`src/rtl/arb_pkg.sv`:
```
// Shared types and defaults for the arbiter requester agent.
package arb_pkg;

  localparam int ARB_LEN_W = 4;

  typedef enum logic [1:0] {ARB_IDLE, ARB_ACTIVE, ARB_GAP} arb_req_state_t;

endpackage

```
`src/rtl/arb_job_fifo.sv`:
```
// Pending-job queue for arb_requester: synchronous FIFO with async active-high reset.
module arb_job_fifo #(
  parameter int W     = 4,
  parameter int DEPTH = 4
) (
  input  logic         clk_i,
  input  logic         rst_i,
  input  logic         push,
  input  logic         pop,
  input  logic [W-1:0] din,
  output logic [W-1:0] dout,
  output logic         full,
  output logic         empty
);

  localparam int AW = $clog2(DEPTH);

  logic [W-1:0] mem [DEPTH];
  logic [AW:0]  wr_ptr;
  logic [AW:0]  rd_ptr;
  logic         do_push;
  logic         do_pop;

  // Pointers carry one extra wrap bit so full and empty are distinguishable.
  assign empty   = (wr_ptr == rd_ptr);
  assign full    = (wr_ptr[AW] != rd_ptr[AW]) && (wr_ptr[AW-1:0] == rd_ptr[AW-1:0]);
  assign do_push = push && !full;
  assign do_pop  = pop && !empty;
  assign dout    = mem[rd_ptr[AW-1:0]];

  always_ff @(posedge clk_i or posedge rst_i) begin
    if (rst_i) begin
      wr_ptr <= '0;
      rd_ptr <= '0;
    end else begin
      if (do_push) wr_ptr <= wr_ptr + 1'b1;
      if (do_pop)  rd_ptr <= rd_ptr + 1'b1;
    end
  end

  always_ff @(posedge clk_i) begin
    if (do_push) mem[wr_ptr[AW-1:0]] <= din;
  end

endmodule

```
`src/rtl/arb_requester.sv`:
```
// Requester-side agent for one fixed-priority arbiter port: queues burst jobs and issues beats on grant.
// Optional starvation detector enabled by defining ARB_REQ_TIMEOUT_EN.
module arb_requester
  import arb_pkg::*;
#(
  parameter int LEN_W      = ARB_LEN_W,
  parameter int FIFO_DEPTH = 4,
  parameter int TIMEOUT    = 16
) (
  input  logic             clk_i,
  input  logic             rst_i,
  input  logic             job_valid_i,
  input  logic [LEN_W-1:0] job_len_i,
  output logic             job_ready_o,
  output logic             req_o,
  input  logic             gnt_i,
  output logic             beat_valid_o,
  output logic             beat_last_o,
  output logic             busy_o,
  output logic             starve_o
);

  arb_req_state_t   state;
  arb_req_state_t   state_next;
  logic [LEN_W-1:0] rem;
  logic [LEN_W-1:0] fifo_dout;
  logic             fifo_full;
  logic             fifo_empty;
  logic             push;
  logic             pop;

  assign push        = job_valid_i && !fifo_full;
  assign pop         = !fifo_empty && (state == ARB_IDLE || state == ARB_GAP);
  assign job_ready_o = !fifo_full;
  assign busy_o      = (state != ARB_IDLE) || !fifo_empty;

  arb_job_fifo #(
    .W     (LEN_W),
    .DEPTH (FIFO_DEPTH)
  ) u_fifo (
    .clk_i (clk_i),
    .rst_i (rst_i),
    .push  (push),
    .pop   (pop),
    .din   (job_len_i),
    .dout  (fifo_dout),
    .full  (fifo_full),
    .empty (fifo_empty)
  );

  always_ff @(posedge clk_i or posedge rst_i) begin
    if (rst_i) state <= ARB_IDLE;
    else       state <= state_next;
  end

  always_comb begin
    state_next   = state;
    req_o        = 1'b0;
    beat_valid_o = 1'b0;
    beat_last_o  = 1'b0;
    case (state)
      ARB_IDLE: begin
        if (!fifo_empty) state_next = ARB_ACTIVE;
      end
      ARB_ACTIVE: begin
        req_o        = 1'b1;
        beat_valid_o = gnt_i;
        beat_last_o  = gnt_i && (rem == '0);
        if (gnt_i && (rem == '0)) state_next = ARB_GAP;
      end
      ARB_GAP: begin
        // Port released for this one cycle so lower-priority requesters can win.
        state_next = fifo_empty ? ARB_IDLE : ARB_ACTIVE;
      end
      default: state_next = ARB_IDLE;
    endcase
  end

  always_ff @(posedge clk_i or posedge rst_i) begin
    if (rst_i) begin
      rem <= '0;
    end else if (pop) begin
      rem <= fifo_dout;
    end else if (state == ARB_ACTIVE && gnt_i && rem != '0) begin
      rem <= rem - 1'b1;
    end
  end

`ifdef ARB_REQ_TIMEOUT_EN
  localparam int WAIT_W = $clog2(TIMEOUT + 1);
  localparam logic [WAIT_W-1:0] WAIT_MAX = WAIT_W'(TIMEOUT);

  logic [WAIT_W-1:0] wait_cnt;
  logic [WAIT_W-1:0] wait_inc;
  logic              starve;

  assign wait_inc = (wait_cnt == WAIT_MAX) ? wait_cnt : wait_cnt + 1'b1;

  // Any beat clears both the count and the sticky flag; only stalled ACTIVE cycles advance it.
  always_ff @(posedge clk_i or posedge rst_i) begin
    if (rst_i) begin
      wait_cnt <= '0;
      starve   <= 1'b0;
    end else if (beat_valid_o) begin
      wait_cnt <= '0;
      starve   <= 1'b0;
    end else if (state == ARB_ACTIVE) begin
      wait_cnt <= wait_inc;
      if (wait_inc == WAIT_MAX) starve <= 1'b1;
    end else begin
      wait_cnt <= '0;
    end
  end

  assign starve_o = starve;
`else
  assign starve_o = 1'b0;
`endif

endmodule

```
`config.mk`:
```
export PLATFORM = sky130hd
export DESIGN_NAME = arb_requester
export DESIGN_NICKNAME = d
export VERILOG_FILES = /design/src/rtl/arb_pkg.sv /design/src/rtl/arb_job_fifo.sv /design/src/rtl/arb_requester.sv
export SDC_FILE = /design/constraint.sdc
export NUM_CORES = 1
export LEC_CHECK = 0
export BUFFER_PORTS_ARGS = -buffer_cell sky130_fd_sc_hd__buf_2
export CELL_PAD_IN_SITES_DETAIL_PLACEMENT = 0
export CELL_PAD_IN_SITES_GLOBAL_PLACEMENT = 1
export CORE_MARGIN = 4
export CORE_UTILIZATION = 47
export DETAILED_ROUTE_END_ITERATION = 7
export HOLD_SLACK_MARGIN = 0.03
export PLACE_DENSITY_LB_ADDON = 0.3
export SLEW_MARGIN = 40
export SYNTH_ARGS = -nofsm -noshare
export SYNTH_HDL_FRONTEND = slang
export SYNTH_SLANG_ARGS = --single-unit
```
`constraint.sdc`:
```
create_clock -name clk_i -period 2.3 [get_ports clk_i]
set_clock_uncertainty 0.15 [all_clocks]
set_input_delay 0.345 -clock clk_i [delete_from_list [all_inputs] [get_ports clk_i]]
set_output_delay 0.345 -clock clk_i [all_outputs]
set_load 0.1 [all_outputs]
```
**Word level (Yosys, flattened, before mapping)**

Memory sizes are Yosys's and may differ from the RTL's.
Cells that the tools add are included.

- Register bits after elaboration: 12
- Bits in writable memories: 16
- Input port bits: 8
- Output and inout bits: 6
- Logic and storage cells: 44
- Memories: 1

Memory list:

| memory | words | width | rd ports | clocked after memory_dff | wr ports | line | source |
|---|---|---|---|---|---|---|---|
| u_fifo.mem | 4 | 4 | 1 | 0 | 1 | arb_job_fifo.sv:18 | `logic [W-1:0] mem [DEPTH];` |

- Add/sub/neg operators: 3
- Equal/unequal tests: 7
- Multiplexer cells: 11
- Reduce and logical (&&, ||, !) cells: 18

Operators by type and width:

| kind | number |
|---|---|
| 1-bit logical AND | 8 |
| 4-bit 2-to-1 mux | 2 |
| 3-bit by 1-bit adder with 3-bit output (second input constant) | 2 |
| 1-bit 2-to-1 mux | 6 |
| 2-bit case mux with 3 select lines | 1 |
| 4-bit logical NOT | 1 |
| 2-bit 2-to-1 mux | 2 |
| 2-bit != test (second input constant) | 2 |
| 2-bit nonzero test | 2 |
| 4-bit nonzero test | 1 |
| 4-bit by 1-bit subtractor with 4-bit output (second input constant) | 1 |
| 3-bit equality test | 1 |
| 2-bit by 1-bit equality test with 1-bit output (second input constant) | 1 |
| 2-bit equality test | 1 |
| 2-bit equality test (second input constant) | 1 |
| 1-bit logical NOT | 2 |
| 2-bit logical NOT | 1 |
| 1-bit logical OR | 2 |
| 2-bit AND reduction | 1 |
| 1-bit != test | 1 |

**Longest topological paths before layout**

- Depth after elaboration: 7
- Depth in mapped cells: 6
- Mapped depth without buffers: 6

**Hierarchy**

Synthesis repeated with hierarchy kept, for this count alone.

- Cell total of the unflattened synthesis: 116
- Area, all modules: 1470.2 µm²

By module, submodules not included:

| module | times used | cells each | area an instance (µm²) | sequential area each (µm²) |
|---|---|---|---|---|
| arb_job_fifo | 1 | 71 | 1089.8 | 630.6 |
| arb_requester | 1 | 45 | 380.4 | 150.1 |

**Worst setup path after synthesis**

No wires, ideal clock.

- Path kind: reg2out
- Start point: register rem[0]
- End point: output port beat_last_o
- Arrival: 2.343 ns
- Data required time: 1.805 ns
- Setup slack: -0.538 ns
- Cell stages (with the launch flop): 5
- Path buffers: 0
- Path through: dfrtp_1 -> inv_1 -> ha_1 -> or3b_2 -> nor2_1

- Longest elaborated chain between the ends: 3

RTL lines:

| item | line | source |
|---|---|---|
| from (decl) | arb_requester.sv:25 | `logic [LEN_W-1:0] rem;` |
| from (signal assigned) | arb_requester.sv:83 | `rem <= fifo_dout;` |
| from (signal assigned) | arb_requester.sv:85 | `rem <= rem - 1'b1;` |
| 4-bit logical NOT | arb_requester.sv:68 | `beat_last_o = gnt_i && (rem == '0);` |
| 1-bit logical AND | arb_requester.sv:68 |  |
| 1-bit 2-to-1 mux | arb_requester.sv:61 | `case (state)` |
| to (decl) | arb_requester.sv:18 | `output logic beat_last_o,` |

Every way passes these cells.

**Worst setup path after layout**

- Start point: register u_fifo.rd_ptr[0]
- End point: output port busy_o

- Longest elaborated chain between the ends: 3

RTL lines:

| item | line | source |
|---|---|---|
| from (decl) | arb_job_fifo.sv:20 | `logic [AW:0] rd_ptr;` |
| from (signal assigned) | arb_job_fifo.sv:37 | `if (do_pop) rd_ptr <= rd_ptr + 1'b1;` |
| 3-bit equality test | arb_job_fifo.sv:25 | `assign empty = (wr_ptr == rd_ptr);` |
| 1-bit logical NOT | arb_requester.sv:35 | `assign busy_o = (state != ARB_IDLE) \|\| !fifo_empty;` |
| 1-bit logical OR | arb_requester.sv:35 |  |
| to (decl) | arb_requester.sv:19 | `output logic busy_o,` |

Every way passes these cells.

==> flow_summary.json <==
{
  "ir_worst_vdd_mv": 0.6160,
  "min_path_type": "in -> reg",
  "hold_viol_final": 0,
  "num_antenna_cells": 0,
  "antenna_found_initial": 0,
  "netlist.area_leader.share": 0.3447,
  "use_met2": 0.1877,
  "dr_total_vias": 729,
  "startpoint_type": "register",
  "netlist_area_um2": 1394,
  "synth_edf_count": 16,
  "grt_use_total": 0.1101,
  "yosysWarnings": 0,
  "drt-initial-drc-count": 19,
  "fin_crit_sh": 0.9708,
  "critPathBufInv": 1,
  "max_freq_ghz": 0.4479,
  "synth_cells": 95,
  "grt_pass1_vias": 747,
  "die_y_um": 62.46,
  "clock_latency_ns": 0.32,
  "comb_power_share": 0.479,
  "drt-wirelength-per-cell_um": 14.50,
  "place_congestion": 0.8556,
  "grt_max_degree": 17,
  "synth.avg_cell_area_um2": 14.67,
  "area_growth_pct": 13.29,
  "grt-busiest-layer": "met2",
  "cp_slowest_cell": "dfrtp_1",
  "root_buffer": "clkbuf_4",
  "p_int_mw": 1.326,
  "path_clk_slew_ns": 0.15,
  "synth_top_cell_by_area": "edfxtp_1",
  "cts.path.max_buffers": 2,
  "totalWireLength_mm": 2.073,
  "grt_pass1_wl_mm": 3.422,
  "ys_seq_area_frac": 0.5601,
  "dp_hpwl_mm": 1.501,
  "crit_family": "flip-flops",
  "synthesis.nets": 110,
  "htree_levels": 1,
  "fin_cells": 143,
  "p_sw_uw": 987.6,
  "placed_cells": 136,
  "final_nets": 128,
  "cp.required_ns": 1.80,
  "drive_above_1_share": 0.2679,
  "cap_violations": 0,
  "chipWidth_um": 62.46,
  "ys_top_cells_by_area": "edfxtp_1 34%, dfrtp_1 22%, mux4_1 7.5%",
  "clock_power_share": 0.138,
  "grt.met1_usage": 0.1418,
  "ant_nets": 0,
  "multi_input_area_um2": 573.1,
  "ys_types": 37,
  "setup_viol": 0,
  "synth_ff_type": "edfxtp_1",
  "min_period_ns": 2.233,
  "cp.arrival_ns": 1.74,
  "drt-vias-per-instance": 5.098,
  "place.port_buffers": 12,
  "num_rows": 19,
  "sw_frac_of_total": 0.4269,
  "fin_tns_setup_ns": 0,
  "cts_tree": "built",
  "die_area_um2": 3901,
  "seqCellArea_um2": 780.7,
  "rsz0062_at_grt": "false",
  "crit_path_max_incr_delay_ns": 0.66,
  "powerDensity_nw_per_um2": 1465,
  "dr.pass1.iters": 4,
  "ioPinCount": 14,
  "synth-async-reset-ratio": 0.4286,
  "worstPathCellList": "xnor2_4 > nand4_1 > buf_2",
  "clock_sinks": 28,
  "run_status": "finished clean",
  "start_util": 0.4969,
  "fillers": 242,
  "cts_buffers": 3,
  "r2r_slack_ns": 0.44,
  "p_leak_nw": 0.6383,
  "synth_seq_cells": 28,
  "core_um2": 2805,
  "maxSlewViolCount": 0,
  "globalRouteMet3Util": 0.02158,
  "sequentialPowerShare": 0.383,
  "crit_path_max_fanout": 7,
  "grt_remaining_overflow": 0,
  "pre_cts_slack_ns": 0.3500,
  "finalWorstSetupSlack_ns": 0.06716,
  "route.detailed.drc": 0,
  "cp-end-kind": "output port",
  "critPathKind": "reg -> out"
}
## metal layers
metal	routed length, um	up-vias
li1	-	371
met1	1003	348
met2	1006	8
met3	49	2
met4	13	0
met5	0	-
## state kept, by name, indices dropped and copies added, names as in the netlist
| register | flops |
|---|---|
| rem | 4 |
| u_fifo.rd_ptr | 3 |
| state | 2 |
| u_fifo.mem | 16 |
| u_fifo.wr_ptr | 3 |
## path summary, 6_finish.rpt
| kind | cells after the start | startpoint | end |
|---|---|---|---|
| max in group asynchronous | 3 | rst_i | u_fifo.rd_ptr[1]$_DFFE_PP0P_ |
| setup / recovery | 3 | u_fifo.rd_ptr[0]$_DFFE_PP0P_ | busy_o |
| hold reg to reg | 1 | u_fifo.wr_ptr[2]$_DFFE_PP0P_ | u_fifo.wr_ptr[2]$_DFFE_PP0P_ |
| min in group asynchronous | 3 | rst_i | rem[2]$_DFFE_PP0P_ |
| setup reg to reg | 3 | u_fifo.rd_ptr[0]$_DFFE_PP0P_ | u_fifo.mem[2][3]$_DFFE_PP_ |
| hold / removal | 1 | job_len_i[0] | u_fifo.mem[1][0]$_DFFE_PP_ |
## through the flow
stage	cell area, um2	power, mW	hold slack (ns)	util
after global placement	1499	1.950	0.2382	0.5343
after detailed placement	1499	1.974	0.2403	0.5343
after global routing	1579	2.460	0.04493	0.5629
after CTS	1572	2.319	0.06495	0.5602
final	1579	2.314	0.07362	0.5629
after floorplan	1401	1.802	0.05970	-
## cell usage after synthesis, types with 3 or more instances
cell type  count
ha_1           7
and2_1         3
nand2_1        4
mux4_1         4
xor2_1         3
xnor2_1        3
inv_1          7
dfrtp_1       12
nor2_1         4
edfxtp_1      16
## logic make-up (layout without fill, tap and decap cells)
family / count (synthesis) / in the layout / share of synthesized area
other cells: 1 / 1 / 0.002690
xor+xnor: 10 / 10 / 0.09247
mux: 5 / 5 / 0.08348
compound gates: 10 / 10 / 0.06732
buf+inv: 10 / 27 / 0.03591
flops: 28 / 28 / 0.5601
fa+ha+maj: 7 / 7 / 0.06283
simple gates: 24 / 24 / 0.09517
## power groups by stage
stage	Clock, mW	Combinational, mW	Sequential [mW]
2_1_floorplan	0	0.969	0.833
3_3_place_gp	0	1.05	0.896
3_5_place_dp	0	1.07	0.901
4_1_cts	0.325	1.11	0.886
5_1_grt	0.353	1.20	0.909
6_report	0.318	1.11	0.887
## layout by cell type, fill, tap and decap left out, types with 2 or more instances in the layout
cell type and n:
buf_4 3, nand3_1 2, clkbuf_4 3, edfxtp_1 16, nand2_1 4, nor3_1 2
o21ai_1 2, nor2_1 3, inv_1 6, and2_1 3, xnor2_1 3, a31oi_4 2
ha_1 7, xnor2_2 2, xor2_1 3, mux4_1 4, dfrtp_1 12, buf_2 11
## what timing repair did
item                                    in CTS  in global routing
endpoints found under the setup margin       1                  1
resized for setup                            1                  1
buffers inserted                             1                  1
hold endpoints to repair                    12                  0
pin swaps                                    0                  0
hold buffers                                 1                  0
## final cells by class
type                            instances  area share
Sequential cell                        28      0.4945
Multi-Input combinational cell         57      0.3629
Timing Repair Buffer                   16     0.06815
Tap cell                               31     0.02456
Clock inverter                          1     0.01902
Inverter                                7     0.01664
Clock buffer                            3     0.01426
(Power assumes the default switching activity.)
